[src/rtl/vga_timing_gen_if.sv]
// Raster timing bundle from vga_timing_gen to its consumers.
// The generator drives the master side; readers take the slave side.
interface vga_timing_gen_if #(
    parameter int CW = 10
);
    logic          pix_tick;
    logic          hsync;
    logic          vsync;
    logic          video_active;
    logic [CW-1:0] pixel_x;
    logic [CW-1:0] pixel_y;
    logic          line_start;
    logic          frame_start;
    logic          vblank_start;
    logic [7:0]    frame_cnt;
    logic          win_active;
    logic [CW-1:0] win_x;
    logic [CW-1:0] win_y;

    modport master (
        output pix_tick, hsync, vsync, video_active,
        output pixel_x, pixel_y,
        output line_start, frame_start, vblank_start,
        output frame_cnt, win_active, win_x, win_y
    );

    modport slave (
        input pix_tick, hsync, vsync, video_active,
        input pixel_x, pixel_y,
        input line_start, frame_start, vblank_start,
        input frame_cnt, win_active, win_x, win_y
    );
endinterface

[src/rtl/vga_timing_gen.sv]
// Registered raster timing generator with strobes and frame counter.
// Define VGA_WINDOW_EN to build the window-relative coordinate logic.
module vga_timing_gen #(
    parameter int H_D     = 640,
    parameter int H_FP    = 16,
    parameter int H_SP    = 96,
    parameter int H_BP    = 48,
    parameter int V_D     = 480,
    parameter int V_FP    = 10,
    parameter int V_SP    = 2,
    parameter int V_BP    = 33,
    parameter bit H_POL   = 1'b0,
    parameter bit V_POL   = 1'b0,
    parameter int CLK_DIV = 1,
    parameter int CW      = 10,
    parameter int WIN_X0  = 80,
    parameter int WIN_W   = 480,
    parameter int WIN_Y0  = 0,
    parameter int WIN_H   = 480
) (
    input  logic             clk,
    input  logic             reset,
    vga_timing_gen_if.master vga
);
    localparam int H_T = H_D + H_FP + H_SP + H_BP;
    localparam int V_T = V_D + V_FP + V_SP + V_BP;
    localparam int DW  = (CLK_DIV > 1) ? $clog2(CLK_DIV) : 1;

    localparam logic [DW-1:0] DIV_LAST = DW'(CLK_DIV - 1);

    // One extra bit so bounds equal to 2^CW stay representable.
    localparam logic [CW:0] H_LAST = (CW+1)'(H_T - 1);
    localparam logic [CW:0] V_LAST = (CW+1)'(V_T - 1);
    localparam logic [CW:0] HD_E   = (CW+1)'(H_D);
    localparam logic [CW:0] VD_E   = (CW+1)'(V_D);
    localparam logic [CW:0] HS_B   = (CW+1)'(H_D + H_FP);
    localparam logic [CW:0] HS_E   = (CW+1)'(H_D + H_FP + H_SP);
    localparam logic [CW:0] VS_B   = (CW+1)'(V_D + V_FP);
    localparam logic [CW:0] VS_E   = (CW+1)'(V_D + V_FP + V_SP);

    if (CLK_DIV < 1) begin : g_bad_div
        $error("vga_timing_gen: CLK_DIV must be at least 1");
    end

    if ((longint'(H_T) > (longint'(1) << CW)) ||
        (longint'(V_T) > (longint'(1) << CW))) begin : g_bad_cw
        $error("vga_timing_gen: CW too small for H_T/V_T");
    end

    if (WIN_X0 < 0 || WIN_W < 0 ||
        WIN_Y0 < 0 || WIN_H < 0) begin : g_bad_win_sign
        $error("vga_timing_gen: window parameters must be >= 0");
    end

    logic [DW-1:0] div;
    logic [CW-1:0] x;
    logic [CW-1:0] y;
    logic [7:0]    fcnt;
    logic [CW:0]   xe;
    logic [CW:0]   ye;
    logic          tick;
    logic          x_end;
    logic          y_end;
    logic          hs_n;
    logic          vs_n;
    logic          act_n;

    assign xe    = {1'b0, x};
    assign ye    = {1'b0, y};
    assign tick  = (div == DIV_LAST);
    assign x_end = (xe == H_LAST);
    assign y_end = (ye == V_LAST);

    assign hs_n  = (xe >= HS_B && xe < HS_E) ? H_POL : ~H_POL;
    assign vs_n  = (ye >= VS_B && ye < VS_E) ? V_POL : ~V_POL;
    assign act_n = (xe < HD_E) && (ye < VD_E);

    always_ff @(posedge clk) begin
        if (reset) begin
            div                <= '0;
            x                  <= '0;
            y                  <= '0;
            fcnt               <= '0;
            vga.pix_tick       <= 1'b0;
            vga.line_start     <= 1'b0;
            vga.frame_start    <= 1'b0;
            vga.vblank_start   <= 1'b0;
            vga.hsync          <= ~H_POL;
            vga.vsync          <= ~V_POL;
            vga.video_active   <= 1'b0;
            vga.pixel_x        <= '0;
            vga.pixel_y        <= '0;
            vga.frame_cnt      <= '0;
        end else begin
            div                <= tick ? '0 : div + DW'(1);
            vga.pix_tick       <= tick;
            vga.line_start     <= tick && (x == '0);
            vga.frame_start    <= tick && (x == '0) && (y == '0);
            vga.vblank_start   <= tick && (x == '0) && (ye == VD_E);
            if (tick) begin
                x <= x_end ? '0 : x + CW'(1);
                if (x_end) begin
                    y <= y_end ? '0 : y + CW'(1);
                    if (y_end) begin
                        fcnt <= fcnt + 8'd1;
                    end
                end
                vga.hsync        <= hs_n;
                vga.vsync        <= vs_n;
                vga.video_active <= act_n;
                vga.pixel_x      <= x;
                vga.pixel_y      <= y;
                vga.frame_cnt    <= fcnt;
            end
        end
    end

`ifdef VGA_WINDOW_EN
    localparam logic [CW:0]   WX_B   = (CW+1)'(WIN_X0);
    localparam logic [CW:0]   WX_E   = (CW+1)'(WIN_X0 + WIN_W);
    localparam logic [CW:0]   WY_B   = (CW+1)'(WIN_Y0);
    localparam logic [CW:0]   WY_E   = (CW+1)'(WIN_Y0 + WIN_H);
    localparam logic [CW-1:0] WX_OFF = CW'(WIN_X0);
    localparam logic [CW-1:0] WY_OFF = CW'(WIN_Y0);

    if (WIN_X0 + WIN_W > H_D ||
        WIN_Y0 + WIN_H > V_D) begin : g_bad_win
        $error("vga_timing_gen: window exceeds visible area");
    end

    logic          win_n;
    logic [CW-1:0] wx_n;
    logic [CW-1:0] wy_n;

    assign win_n = act_n &&
                   (xe >= WX_B) && (xe < WX_E) &&
                   (ye >= WY_B) && (ye < WY_E);
    assign wx_n  = win_n ? x - WX_OFF : '0;
    assign wy_n  = win_n ? y - WY_OFF : '0;

    always_ff @(posedge clk) begin
        if (reset) begin
            vga.win_active <= 1'b0;
            vga.win_x      <= '0;
            vga.win_y      <= '0;
        end else if (tick) begin
            vga.win_active <= win_n;
            vga.win_x      <= wx_n;
            vga.win_y      <= wy_n;
        end
    end
`else
    // Without the window the whole visible area is the window.
    assign vga.win_active = vga.video_active;
    assign vga.win_x      = vga.pixel_x;
    assign vga.win_y      = vga.pixel_y;
`endif
endmodule
[src/flat_wrapper.sv]
// flat-port wrapper written by rule: the top's interface ports become plain ports
module vga_timing_gen_flat 
#(
    parameter int H_D     = 640,
    parameter int H_FP    = 16,
    parameter int H_SP    = 96,
    parameter int H_BP    = 48,
    parameter int V_D     = 480,
    parameter int V_FP    = 10,
    parameter int V_SP    = 2,
    parameter int V_BP    = 33,
    parameter bit H_POL   = 1'b0,
    parameter bit V_POL   = 1'b0,
    parameter int CLK_DIV = 1,
    parameter int CW      = 10,
    parameter int WIN_X0  = 80,
    parameter int WIN_W   = 480,
    parameter int WIN_Y0  = 0,
    parameter int WIN_H   = 480
)
  (clk, reset, vga_pix_tick, vga_hsync, vga_vsync, vga_video_active, vga_pixel_x, vga_pixel_y, vga_line_start, vga_frame_start, vga_vblank_start, vga_frame_cnt, vga_win_active, vga_win_x, vga_win_y);
  vga_timing_gen_if #(.CW(CW)) vga_i ();
  input  logic clk;
  input  logic reset;
  output wire logic [$bits(vga_i.pix_tick)-1:0] vga_pix_tick;
  output wire logic [$bits(vga_i.hsync)-1:0] vga_hsync;
  output wire logic [$bits(vga_i.vsync)-1:0] vga_vsync;
  output wire logic [$bits(vga_i.video_active)-1:0] vga_video_active;
  output wire logic [$bits(vga_i.pixel_x)-1:0] vga_pixel_x;
  output wire logic [$bits(vga_i.pixel_y)-1:0] vga_pixel_y;
  output wire logic [$bits(vga_i.line_start)-1:0] vga_line_start;
  output wire logic [$bits(vga_i.frame_start)-1:0] vga_frame_start;
  output wire logic [$bits(vga_i.vblank_start)-1:0] vga_vblank_start;
  output wire logic [$bits(vga_i.frame_cnt)-1:0] vga_frame_cnt;
  output wire logic [$bits(vga_i.win_active)-1:0] vga_win_active;
  output wire logic [$bits(vga_i.win_x)-1:0] vga_win_x;
  output wire logic [$bits(vga_i.win_y)-1:0] vga_win_y;
  assign vga_pix_tick = vga_i.pix_tick;
  assign vga_hsync = vga_i.hsync;
  assign vga_vsync = vga_i.vsync;
  assign vga_video_active = vga_i.video_active;
  assign vga_pixel_x = vga_i.pixel_x;
  assign vga_pixel_y = vga_i.pixel_y;
  assign vga_line_start = vga_i.line_start;
  assign vga_frame_start = vga_i.frame_start;
  assign vga_vblank_start = vga_i.vblank_start;
  assign vga_frame_cnt = vga_i.frame_cnt;
  assign vga_win_active = vga_i.win_active;
  assign vga_win_x = vga_i.win_x;
  assign vga_win_y = vga_i.win_y;
  vga_timing_gen #(.H_D(H_D), .H_FP(H_FP), .H_SP(H_SP), .H_BP(H_BP), .V_D(V_D), .V_FP(V_FP), .V_SP(V_SP), .V_BP(V_BP), .H_POL(H_POL), .V_POL(V_POL), .CLK_DIV(CLK_DIV), .CW(CW), .WIN_X0(WIN_X0), .WIN_W(WIN_W), .WIN_Y0(WIN_Y0), .WIN_H(WIN_H)) u_core (.clk(clk), .reset(reset), .vga(vga_i));
endmodule
[config.mk]
export PLATFORM = sky130hd
export DESIGN_NAME = vga_timing_gen_flat
export DESIGN_NICKNAME = d
export VERILOG_FILES = /design/src/rtl/vga_timing_gen_if.sv /design/src/rtl/vga_timing_gen.sv /design/src/flat_wrapper.sv
export SDC_FILE = /design/constraint.sdc
export NUM_CORES = 1
export LEC_CHECK = 0
export CAP_MARGIN = 20
export CORE_MARGIN = 1.5
export CORE_UTILIZATION = 35
export CTS_CLUSTER_DIAMETER = 60
export CTS_CLUSTER_SIZE = 20
export DETAILED_ROUTE_END_ITERATION = 10
export GPL_ROUTABILITY_DRIVEN = 0
export GPL_TIMING_DRIVEN = 0
export SYNTH_ARGS = -nofsm -noshare
export SYNTH_HDL_FRONTEND = slang
export SYNTH_SLANG_ARGS = --single-unit
[constraint.sdc]
create_clock -name clk -period 2.5 [get_ports clk]
set_input_delay 0.5 -clock clk [delete_from_list [all_inputs] [get_ports clk]]
set_output_delay 0.5 -clock clk [all_outputs]
set_load 0.005 [all_outputs]
# Word-level counts from Yosys, hierarchy flattened
# Index checks and enable logic that the tools add are counted.
dict set report word_totals {
  regBits 64
  elab_cells 43
  inputBits 2
}
dict set report classes {
  n_reduce_logical 11
  magnitude_cmp 6
  n_mux 4
  eq_ne 3
  add_sub_neg 4
  bitwise_logic 1
}
# op count
set op_table {}
lappend op_table {{10-bit by 1-bit adder with 10-bit output (second input constant)} 2}
lappend op_table {{10-bit equality test (second input constant)} 2}
lappend op_table {{10-bit zero test} 2}
lappend op_table {{10-bit less-than comparator (second input constant)} 2}
lappend op_table {{10-bit by 9-bit less-than comparator with 1-bit output (second input constant)} 2}
lappend op_table {{10-bit two-way mux} 2}
lappend op_table {{10-bit by 9-bit equality test with 1-bit output (second input constant)} 1}
lappend op_table {{10-bit >= comparator (second input constant)} 1}
lappend op_table {{10-bit by 9-bit >= comparator with 1-bit output (second input constant)} 1}
lappend op_table {{8-bit by 1-bit adder with 8-bit output (second input constant)} 1}
lappend op_table {{1-bit logical AND} 6}
lappend op_table {{3-bit AND reduction} 1}
lappend op_table {{1-bit two-way mux} 2}
lappend op_table {{2-bit AND reduction} 1}
lappend op_table {{2-bit OR reduction} 1}
lappend op_table {{1-bit adder (second input constant)} 1}
lappend op_table {{1-bit NOT} 1}

# Logic depth before layout (Yosys ltp)
dict set report logic_depth {
  ltp_word 3
  ltp_mapped 8
  mapped_depth_nobuf 6
}

# Least setup slack after synthesis
# Ideal clock, no wire load.
dict set report synth_timing {
  path_kind {reg-to-reg}
  start {register u_core.x[0]}
  end {register u_core.fcnt[7]}
  stages_incl_launch_ff 8
  setup_slack_ns 0.533
  path_buffers 2
  setup_ns 0.121
  t_required_ns 2.379
  arrival_time_ns 1.846
  cell_sequence {dfxtp_1 -> ha_1 -> and4b_1 -> buf_2 -> nand3_2 -> buf_2 -> nor4_1 -> mux2_2}
}
dict set report synth_between {
  elab_chain_len 2
}
# item line_no
set synth_lines {}
lappend synth_lines {{from (decl)} vga_timing_gen.sv:56} ;# logic [CW-1:0] x;
lappend synth_lines {{from (signal assigned)} vga_timing_gen.sv:101} ;# x <= x_end ? '0 : x + CW'(1);
lappend synth_lines {{10-bit equality test} vga_timing_gen.sv:71} ;# assign x_end = (xe == H_LAST);
lappend synth_lines {{3-bit AND reduction (no line)} -}
lappend synth_lines {{to (signal assigned)} vga_timing_gen.sv:105} ;# fcnt <= fcnt + 8'd1;
lappend synth_lines {{to (decl)} vga_timing_gen.sv:58} ;# logic [7:0] fcnt;
# No other way between the ends.
# A chain may end at the register's enable or synchronous reset.

# Worst setup path in the final report
# Same ends and word-level chain as after synthesis.

==> results.md <==
- Root buffer cell: clkbuf_8
- Maximum clock frequency: 440 MHz
- Clock-pin slew on the worst setup and hold paths: 70 ps
- Sequential fraction of the synthesis area: 0.448
- Clock buffer depth: 2
- Mean Syn Cell Area: 9.23 sq um
- Gr ovfl total: 0
- Post-CTS Hold Buffers: 0
- Finished Layout Cells: 485
- Top area cells in the synthesized netlist: dfxtp_1, mux2i_1, nor2_1
- Synth Register Bits: 64
- Tcrit/Tclk final: 0.909
- Leading cell types by count after synthesis: dfxtp_1, nor2_1, mux2i_1
- Rel. slew slack: 0.473
- Fillers: 771
- Min-delay worst type: register to register
- Vias in the first global route: around 2,200
- Total GRT Usage: 0.155
- R2R Setup Slk: 230 ps
- First-pass DRT Iterations: 4
- Least-Margin Pin Slew: 790 ps
- H-tree depth: 3
- Max Cap Violations: 0
- Diodes inserted: 0
- Pre-CTS setup slack: between 200 and 250 ps
- Die Ht: 93.4 um
- Post-CTS repair timing setup buffer count: 0
- Site row count: 32
- Routed length per placed instance: ~13 um
- Post-synth EDFFs: 0
- First-pass GRT wire length: between 10 and 15 mm
- Clock latency on the worst-skew pair: 340 ps
- Final worst setup slack: between 200 and 250 ps
- FF+latch area: 0.00128 sq mm
- Hold slack: 496 ps
- Top FF cell, synth: dfxtp_1
- Mapped Area: 0.00286 sq mm
- CTS tree: yes
- Final count of negative-setup-slack endpoints: 0
- Leading area contributor after synthesis: dfxtp_1
- Gate count of the mapped netlist: slightly above 300
- Critical Path AT: between 2000 and 3000 ps
- Nets: 385
- Largest net degree at the start of global routing: 11
- Via density: 4.82
- Final HPWL DP: 4.41 mm
- Clock sink count: 64
- Worst-path fanout max: 10
- Leak Pwr: 1.45 nW
- Endpoints failing hold: 0
- Critical path type: register to register
- Synth cell types: 38
- Yosys top cell area share: 0.448
- PwrDens: 538 mW/mm^2
- Vias: 2,336
- CTS Buf Count: 9
- Post-layout minimum cycle time: 2270 ps
- Multi-input gate area: approximately 0.0013 sq mm
- Top-level I/O count: 58
- Core Util, Final: 0.482
- Outcome: completed
- CP required: 2730 ps
- Async S/R FF share, synth: 0
- Clock skew: 4.05 ps
- Mapped Nets: ~320
- Initial antenna violation count: 0
- Layout area overhead: 31.3%
- Initial core utilization: 0.367
- I/O Buffers: 57
- Worst vdd ir: about 0.22 mV
- Initial drt markers: 110
- Die width: 93.4 um
- Top-count cell post-synth: dfxtp_1
- Fin Setup TNS: 0 ps
- Unrepaired setup endpoints after global routing: no
- Placed insts: 469
- Post-CTS resize count: 0
- Critical Path Source Type: register
- Post-Route WL: 6.29 mm
- Core Area: about 0.0078 sq mm
- DRC: 0
- Die area: about 0.0087 sq mm
- Antenna-violating nets left: 0
- Yosys warnings: 0
- Max Slew Vio Count: 0
- Crit end category: register
- Layout cells sized above 1: 0.131
cells by family (layout without fill, tap and decap cells):
| group | after synthesis | count (layout) | synth area share |
|---|---|---|---|
| AOI/OAI and AO/OA | 31 | 31 | 0.0664 |
| muxes | 29 | 29 | 0.102 |
| other | 1 | 1 | 0.00131 |
| and+or+nand+nor | 121 | 121 | 0.230 |
| DFF | 64 | 64 | 0.448 |
| buffers and inverters | 46 | 119 | 0.0913 |
| adders and majority gates | 5 | 5 | 0.0219 |
| xor gates and xnor gates | 13 | 13 | 0.0398 |
layout make-up:
type	instances	area share
Buffer	39	0.0626
Clock buffer	13	0.0423
Clock inverter	3	0.0106
Inverter	7	0.00699
Multi-Input combinational cell	200	0.351
Sequential cell	64	0.341
Tap cell	102	0.0339
Timing Repair Buffer	57	0.152
stage by stage:
stage          area, sq um  power, W
3_5_place_dp          3560   0.00116
6_report              3760   0.00202
4_1_cts               3760   0.00205
3_3_place_gp          3560   0.00115
2_1_floorplan         2860   0.00112
5_1_grt               3760   0.00211
power by group:
part           internal [W]  switching, W
combinational     0.0000436     0.0000493
sequential          0.00103    0.00000869
clock              0.000512      0.000378
total               0.00159      0.000437
flip-flops by register name, summed over array words and instances, names as in the netlist, 8 cells and up:
register / cells
u_core.fcnt: 8
u_core.vga.frame_cnt: 8
u_core.vga.pixel_x: 10
u_core.vga.pixel_y: 10
u_core.x: 10
u_core.y: 10
layout by cell type, fill, tap and decap left out, types with 2 or more instances in the layout:
cell type	instances
or4_1	9
and2_1	2
nor2b_1	5
o31ai_1	9
xor2_1	8
clkinv_2	2
nand4b_1	2
a21oi_1	14
o21bai_1	2
o21ai_0	4
nor3b_1	2
buf_4	22
and4b_1	2
inv_1	7
clkbuf_8	11
clkdlybuf4s50_1	57
dfxtp_1	64
nand3b_1	3
or3_4	2
buf_2	5
nand2_1	9
nand4_1	7
nor2_1	47
or3_1	5
xnor2_1	5
nand3_1	9
clkbuf_1	14
mux2i_1	28
or2_2	4
nor4_1	7
ha_1	5
layer usage:
layer	global-route usage	part of all wire	up-vias
li1	-	-	1199
met2	0.234	0.43	56
met1	0.206	0.52	1072
met5	0	0	-
met4	0.0884	0.020	0
met3	0.0301	0.031	9
critical path, cell delays in order, from the launching register on:
cell	delay (ps)
dfxtp_1	420
ha_1	250
and4b_1	200
buf_2	160
nand3_2	200
buf_2	260
nor4_1	320
mux2_2	370
path summary, 6_finish.rpt:
check,startpoint,to,cells after the start
setup / recovery,u_core.x[0],u_core.fcnt[7],7
hold / removal,u_core.vga.frame_cnt[1],u_core.vga.frame_cnt[1],2
setup reg to reg,u_core.x[0],u_core.fcnt[7],7
hold reg to reg,u_core.vga.frame_cnt[1],u_core.vga.frame_cnt[1],2
(Power assumes the default switching activity.)
